**src/rtl/writeback_unit.sv**
```systemverilog
// rtl/writeback_unit.sv - per-thread register file writeback stage
// Captures ALU/immediate/LSU results and holds the write until the scheduler REQUEST window.
module writeback_unit #(
  parameter int DATA_W      = 8,
  parameter int ADDR_W      = 4,
  parameter int LSU_TIMEOUT = 64
) (
  input  logic              clk,
  input  logic              reset,
  input  logic              enable,
  input  logic [2:0]        core_state,
  input  logic              flush,
  input  logic              issue_valid,
  output logic              issue_ready,
  input  logic              issue_we,
  input  logic [1:0]        issue_src,
  input  logic [ADDR_W-1:0] issue_rd,
  input  logic [DATA_W-1:0] alu_result,
  input  logic [DATA_W-1:0] imm_value,
  input  logic              lsu_resp_valid,
  input  logic [DATA_W-1:0] lsu_resp_data,
  output logic              lsu_resp_ready,
  output logic [ADDR_W-1:0] rd_addr,
  output logic [DATA_W-1:0] data_in,
  output logic [1:0]        reg_input_mux,
  output logic              reg_write_enable,
  output logic              wb_done,
  output logic              err_reserved,
  output logic              err_illegal,
  output logic              err_timeout
);

  localparam logic [1:0] ST_IDLE     = 2'd0;
  localparam logic [1:0] ST_WAIT_LSU = 2'd1;
  localparam logic [1:0] ST_PENDING  = 2'd2;

  localparam logic [2:0] CORE_REQUEST = 3'b011;

  localparam int CNT_W = $clog2(LSU_TIMEOUT + 1);
  localparam logic [CNT_W-1:0] CNT_LAST = CNT_W'(LSU_TIMEOUT - 1);

  logic [1:0]        state_q, state_d;
  logic [CNT_W-1:0]  cnt_q, cnt_d;
  logic [ADDR_W-1:0] rd_q, rd_d;
  logic [DATA_W-1:0] data_q, data_d;
  logic [1:0]        mux_q, mux_d;
  logic              we_q, we_d;
  logic              done_q, done_d;
  logic              err_res_q, err_res_d;
  logic              err_ill_q, err_ill_d;
  logic              err_to_q, err_to_d;
  logic              rd_reserved;

  assign rd_reserved = (issue_rd == ADDR_W'(13)) || (issue_rd == ADDR_W'(14)) ||
                       (issue_rd == ADDR_W'(15));

  always_comb begin
    state_d   = state_q;
    cnt_d     = cnt_q;
    rd_d      = rd_q;
    data_d    = data_q;
    mux_d     = mux_q;
    we_d      = we_q;
    done_d    = 1'b0;
    err_res_d = 1'b0;
    err_ill_d = 1'b0;
    err_to_d  = 1'b0;
    if (flush) begin
      // Flush silently discards whatever is in flight, including a same-edge commit.
      state_d = ST_IDLE;
      we_d    = 1'b0;
    end else begin
      case (state_q)
        ST_IDLE: begin
          if (issue_valid) begin
            if (!issue_we) begin
              done_d = 1'b1;
            end else if (issue_src == 2'b11) begin
              err_ill_d = 1'b1;
              done_d    = 1'b1;
            end else if (rd_reserved) begin
              err_res_d = 1'b1;
              done_d    = 1'b1;
            end else if (issue_src == 2'b01) begin
              rd_d    = issue_rd;
              mux_d   = issue_src;
              cnt_d   = '0;
              state_d = ST_WAIT_LSU;
            end else begin
              rd_d    = issue_rd;
              mux_d   = issue_src;
              data_d  = (issue_src == 2'b10) ? imm_value : alu_result;
              we_d    = 1'b1;
              state_d = ST_PENDING;
            end
          end
        end
        ST_WAIT_LSU: begin
          // A response on the final wait cycle still beats the timeout.
          if (lsu_resp_valid) begin
            data_d  = lsu_resp_data;
            we_d    = 1'b1;
            state_d = ST_PENDING;
          end else if (cnt_q == CNT_LAST) begin
            err_to_d = 1'b1;
            done_d   = 1'b1;
            state_d  = ST_IDLE;
          end else begin
            cnt_d = cnt_q + CNT_W'(1);
          end
        end
        ST_PENDING: begin
          if (enable && (core_state == CORE_REQUEST)) begin
            we_d    = 1'b0;
            done_d  = 1'b1;
            state_d = ST_IDLE;
          end
        end
        default: begin
          we_d    = 1'b0;
          state_d = ST_IDLE;
        end
      endcase
    end
  end

  always_ff @(posedge clk) begin
    if (reset) begin
      state_q   <= ST_IDLE;
      cnt_q     <= '0;
      rd_q      <= '0;
      data_q    <= '0;
      mux_q     <= '0;
      we_q      <= 1'b0;
      done_q    <= 1'b0;
      err_res_q <= 1'b0;
      err_ill_q <= 1'b0;
      err_to_q  <= 1'b0;
    end else begin
      state_q   <= state_d;
      cnt_q     <= cnt_d;
      rd_q      <= rd_d;
      data_q    <= data_d;
      mux_q     <= mux_d;
      we_q      <= we_d;
      done_q    <= done_d;
      err_res_q <= err_res_d;
      err_ill_q <= err_ill_d;
      err_to_q  <= err_to_d;
    end
  end

  assign issue_ready      = !reset && (state_q == ST_IDLE);
  assign lsu_resp_ready   = !reset && (state_q == ST_WAIT_LSU);
  assign rd_addr          = rd_q;
  assign data_in          = data_q;
  assign reg_input_mux    = mux_q;
  assign reg_write_enable = we_q;
  assign wb_done          = done_q;
  assign err_reserved     = err_res_q;
  assign err_illegal      = err_ill_q;
  assign err_timeout      = err_to_q;

endmodule

```
**config.mk**
```make
export PLATFORM = sky130hd
export DESIGN_NAME = writeback_unit
export DESIGN_NICKNAME = d
export VERILOG_FILES = /design/src/rtl/writeback_unit.sv
export SDC_FILE = /design/constraint.sdc
export NUM_CORES = 1
export LEC_CHECK = 0
export ABC_AREA = 1
export CORE_AREA = 2 2 61 63
export DETAILED_ROUTE_END_ITERATION = 8
export DIE_AREA = 0 0 63 65
export GPL_ROUTABILITY_DRIVEN = 0
export PLACE_DENSITY = 0.94
export SLEW_MARGIN = 20
export SYNTH_ARGS = -nofsm -noshare
export SYNTH_HDL_FRONTEND = slang
export SYNTH_SLANG_ARGS = --single-unit
```
**constraint.sdc**
```tcl
create_clock -name clk -period 3.29 [get_ports clk]
set_clock_uncertainty 0.15 [all_clocks]
set_input_delay 0.4935 -clock clk [delete_from_list [all_inputs] [get_ports clk]]
set_output_delay 0.4935 -clock clk [all_outputs]
set_load 0.02 [all_outputs]
```
==> metrics.txt <==
Yosys cell types 24; DRT iter0 DRCs 74; Int Power 491.4 µW; NetSw 210.0 µW; Post-synth EDFFs 0; Worst-path clk slew approximately 0.14 ns; Post-CTS Setup Bufs 0; final hold vios 0; Setup-failing EPs final 0; synthesized flop and latch total 28; CTS buffer count 3; Slew Limit Fails 0; vias in the first global route 1600; final core occ 0.6339; top cells by area, synth dfxtp_1, nand2_1, nand3_1, nor2_1, inv_1; setup_tns 0 ns; Netlist Area Pre-Place ~1600 µm²; hold path cells 2; total number of vias around 1800; chip height 65 µm; worst-case reg-to-reg path depth 8; switching fraction of total power 0.2994; final WL roughly 4100 µm; DR pass1 iterations 4; Post-CTS Hold Fix Bufs 0; top cells by count, synth nand2_1, nand3_1, nor2_1, dfxtp_1, inv_1; initial antenna violation count 0; Slew HR 0.6082; Setup Crit Path Kind flop to output port; leakage about 0.97 nW; fraction of layout cells with a size suffix above 1 0.04620; status completed; Synthesized Nets around 290; main flop type after synthesis dfxtp_1; Final ANT Viol Nets 0; # H-tree levels 1; Area Growth Syn to Fin 42.36%; register share of total power 0.515; Post-layout nets between 300 and 400; max-cap violations 0; core area roughly 3500 µm²; area of all placed cells without fillers around 2200 µm²; Synth area leader dfxtp_1; Sink Count 28; post-DP HPWL ~3100 µm; pre-CTS setup slack ~0.74 ns; worst-margin pin slew approximately 0.59 ns; post-route insts no fill 351; GR Overflow Total 0; period utilisation layout 0.7829; Rows 22; Clk pwr share 0.201; Antenna Cells 0; Initial Util 0.4452; Post-Place Cells 348; most frequent cell after synthesis nand2_1; register area share after synthesis 0.3601; post-cts repair resize count 0; first-pass GRT wire length between 6000 and 7000 µm; IO Port Bufs 60; Ys Warns 0; die span in x approximately 63 µm; cell count after synthesis about 250; crit-path max FO 22; Fmax a little under 400 MHz; Hold/Removal Path Class flop to flop; Logic pwr share 0.284; Tmin final between 2 and 3 ns; Async SR Flop Fraction 0; CP Capture Type output port; Worst EP arrival between 1.5 and 2 ns; top-area cell type share of the netlist area 0.3601; Clock Root Buffer clkbuf_4; DR DRC count 0; clock tree from TritonCTS done; unrepaired setup endpoints after global routing false; # IOs 61; final setup margin about 0.71 ns; Worst-Skew Late Latency approximately 0.33 ns; PwrDens roughly 320 nW/µm²; GRT Resource Usage Total 0.2078; instance area at placement 2193 µm²; worst vdd ir between 0.15 and 0.2 mV; Worst EP required roughly 2.7 ns; die area a little over 4000 µm²; WL per Instance around 12 µm; clk buf depth 2; FILL cells 330; crit start category flop; Vias/cell approximately 5.0; Avg Inst Size Synth 6.353 µm²; pin count of the biggest net entering global routing 23
==> worst max-delay path, cell delays in order, from the launching register on <==
cell and delay, ns:
dfxtp_1 0.37, inv_2 0.10, nand2_1 0.05, buf_4 0.21
nor2_1 0.22, clkdlybuf4s50_1 0.65
==> state kept, by name (all words and copies together) (netlist names) <==
register          cells
wb_done               1
state_q               2
reg_write_enable      1
rd_addr               4
err_reserved          1
err_illegal           1
reg_input_mux         2
cnt_q                 7
err_timeout           1
data_in               8
==> stage by stage <==
step / hold slack [ns] / power, mW
finish: 0.3142 / 0.7014
global route: 0.3512 / 0.7510
CTS: 0.3210 / 0.7129
detailed placement: 0.3005 / 0.5675
global placement: 0.2925 / 0.5633
floorplan: 0.2828 / 0.4761
==> power groups by stage <==
stage	combinational (mW)	clock [mW]	sequential (mW)
2_1_floorplan	0.0951	0	0.381
3_3_place_gp	0.195	0	0.368
3_5_place_dp	0.199	0	0.368
4_1_cts	0.200	0.152	0.361
5_1_grt	0.221	0.167	0.363
6_report	0.199	0.141	0.361
==> logic make-up after synthesis <==
kind of cell    count (synthesis)  share of synthesized area
xor+xnor                        1                   0.005628
fa+ha+maj                       1                   0.008037
flops                          28                     0.3601
compound gates                 35                     0.1141
buf+inv                        37                    0.09968
simple gates                  143                     0.4124
==> routing by layer <==
layer | track usage | up-vias | part of all wire
li1 | - | 911 | -
met1 | 0.2353 | 786 | 0.44
met2 | 0.3790 | 55 | 0.48
met3 | 0.04340 | 5 | 0.069
met4 | 0.08333 | 0 | 0.013
met5 | 0 | - | 0
==> layout by cell type (no fill, tap or decap), drive strengths merged <==
cell type / synthesis / layout
xnor2: 1 / 1
o21ai: 17 / 17
clkdlybuf4s50: 0 / 60
nand3b: 1 / 1
nand3: 37 / 37
clkbuf: 2 / 3
ha: 1 / 1
or2: 1 / 1
nor2: 36 / 36
clkinv: 1 / 1
buf: 6 / 3
dfxtp: 28 / 28
inv: 28 / 28
a21oi: 17 / 17
nand2: 57 / 57
nand4: 8 / 8
a21boi: 1 / 1
nor3: 3 / 3
==> final timing paths <==
path	startpoint	endpoint	slack (ns)
worst max-delay path	state_q[1]$_SDFFE_PP0P_	lsu_resp_ready	0.71
worst min-delay path	cnt_q[6]$_SDFFE_PP0P_	cnt_q[6]$_SDFFE_PP0P_	0.31
worst max register to register	state_q[1]$_SDFFE_PP0P_	data_in[4]$_SDFFE_PP0P_	1.34
worst min register to register	cnt_q[6]$_SDFFE_PP0P_	cnt_q[6]$_SDFFE_PP0P_	0.31
==> final cells by class <==
type,instances,area [µm²],share of cell area
clock buffer,3,22.52,0.01016
timing repair buffer,63,623.1,0.2812
tap,48,60.06,0.02710
multi-input combinational,180,840.8,0.3794
sequential,28,560.5,0.2530
inverter,29,108.9,0.04912
Note: power is estimated with default switching activity, not from simulation.
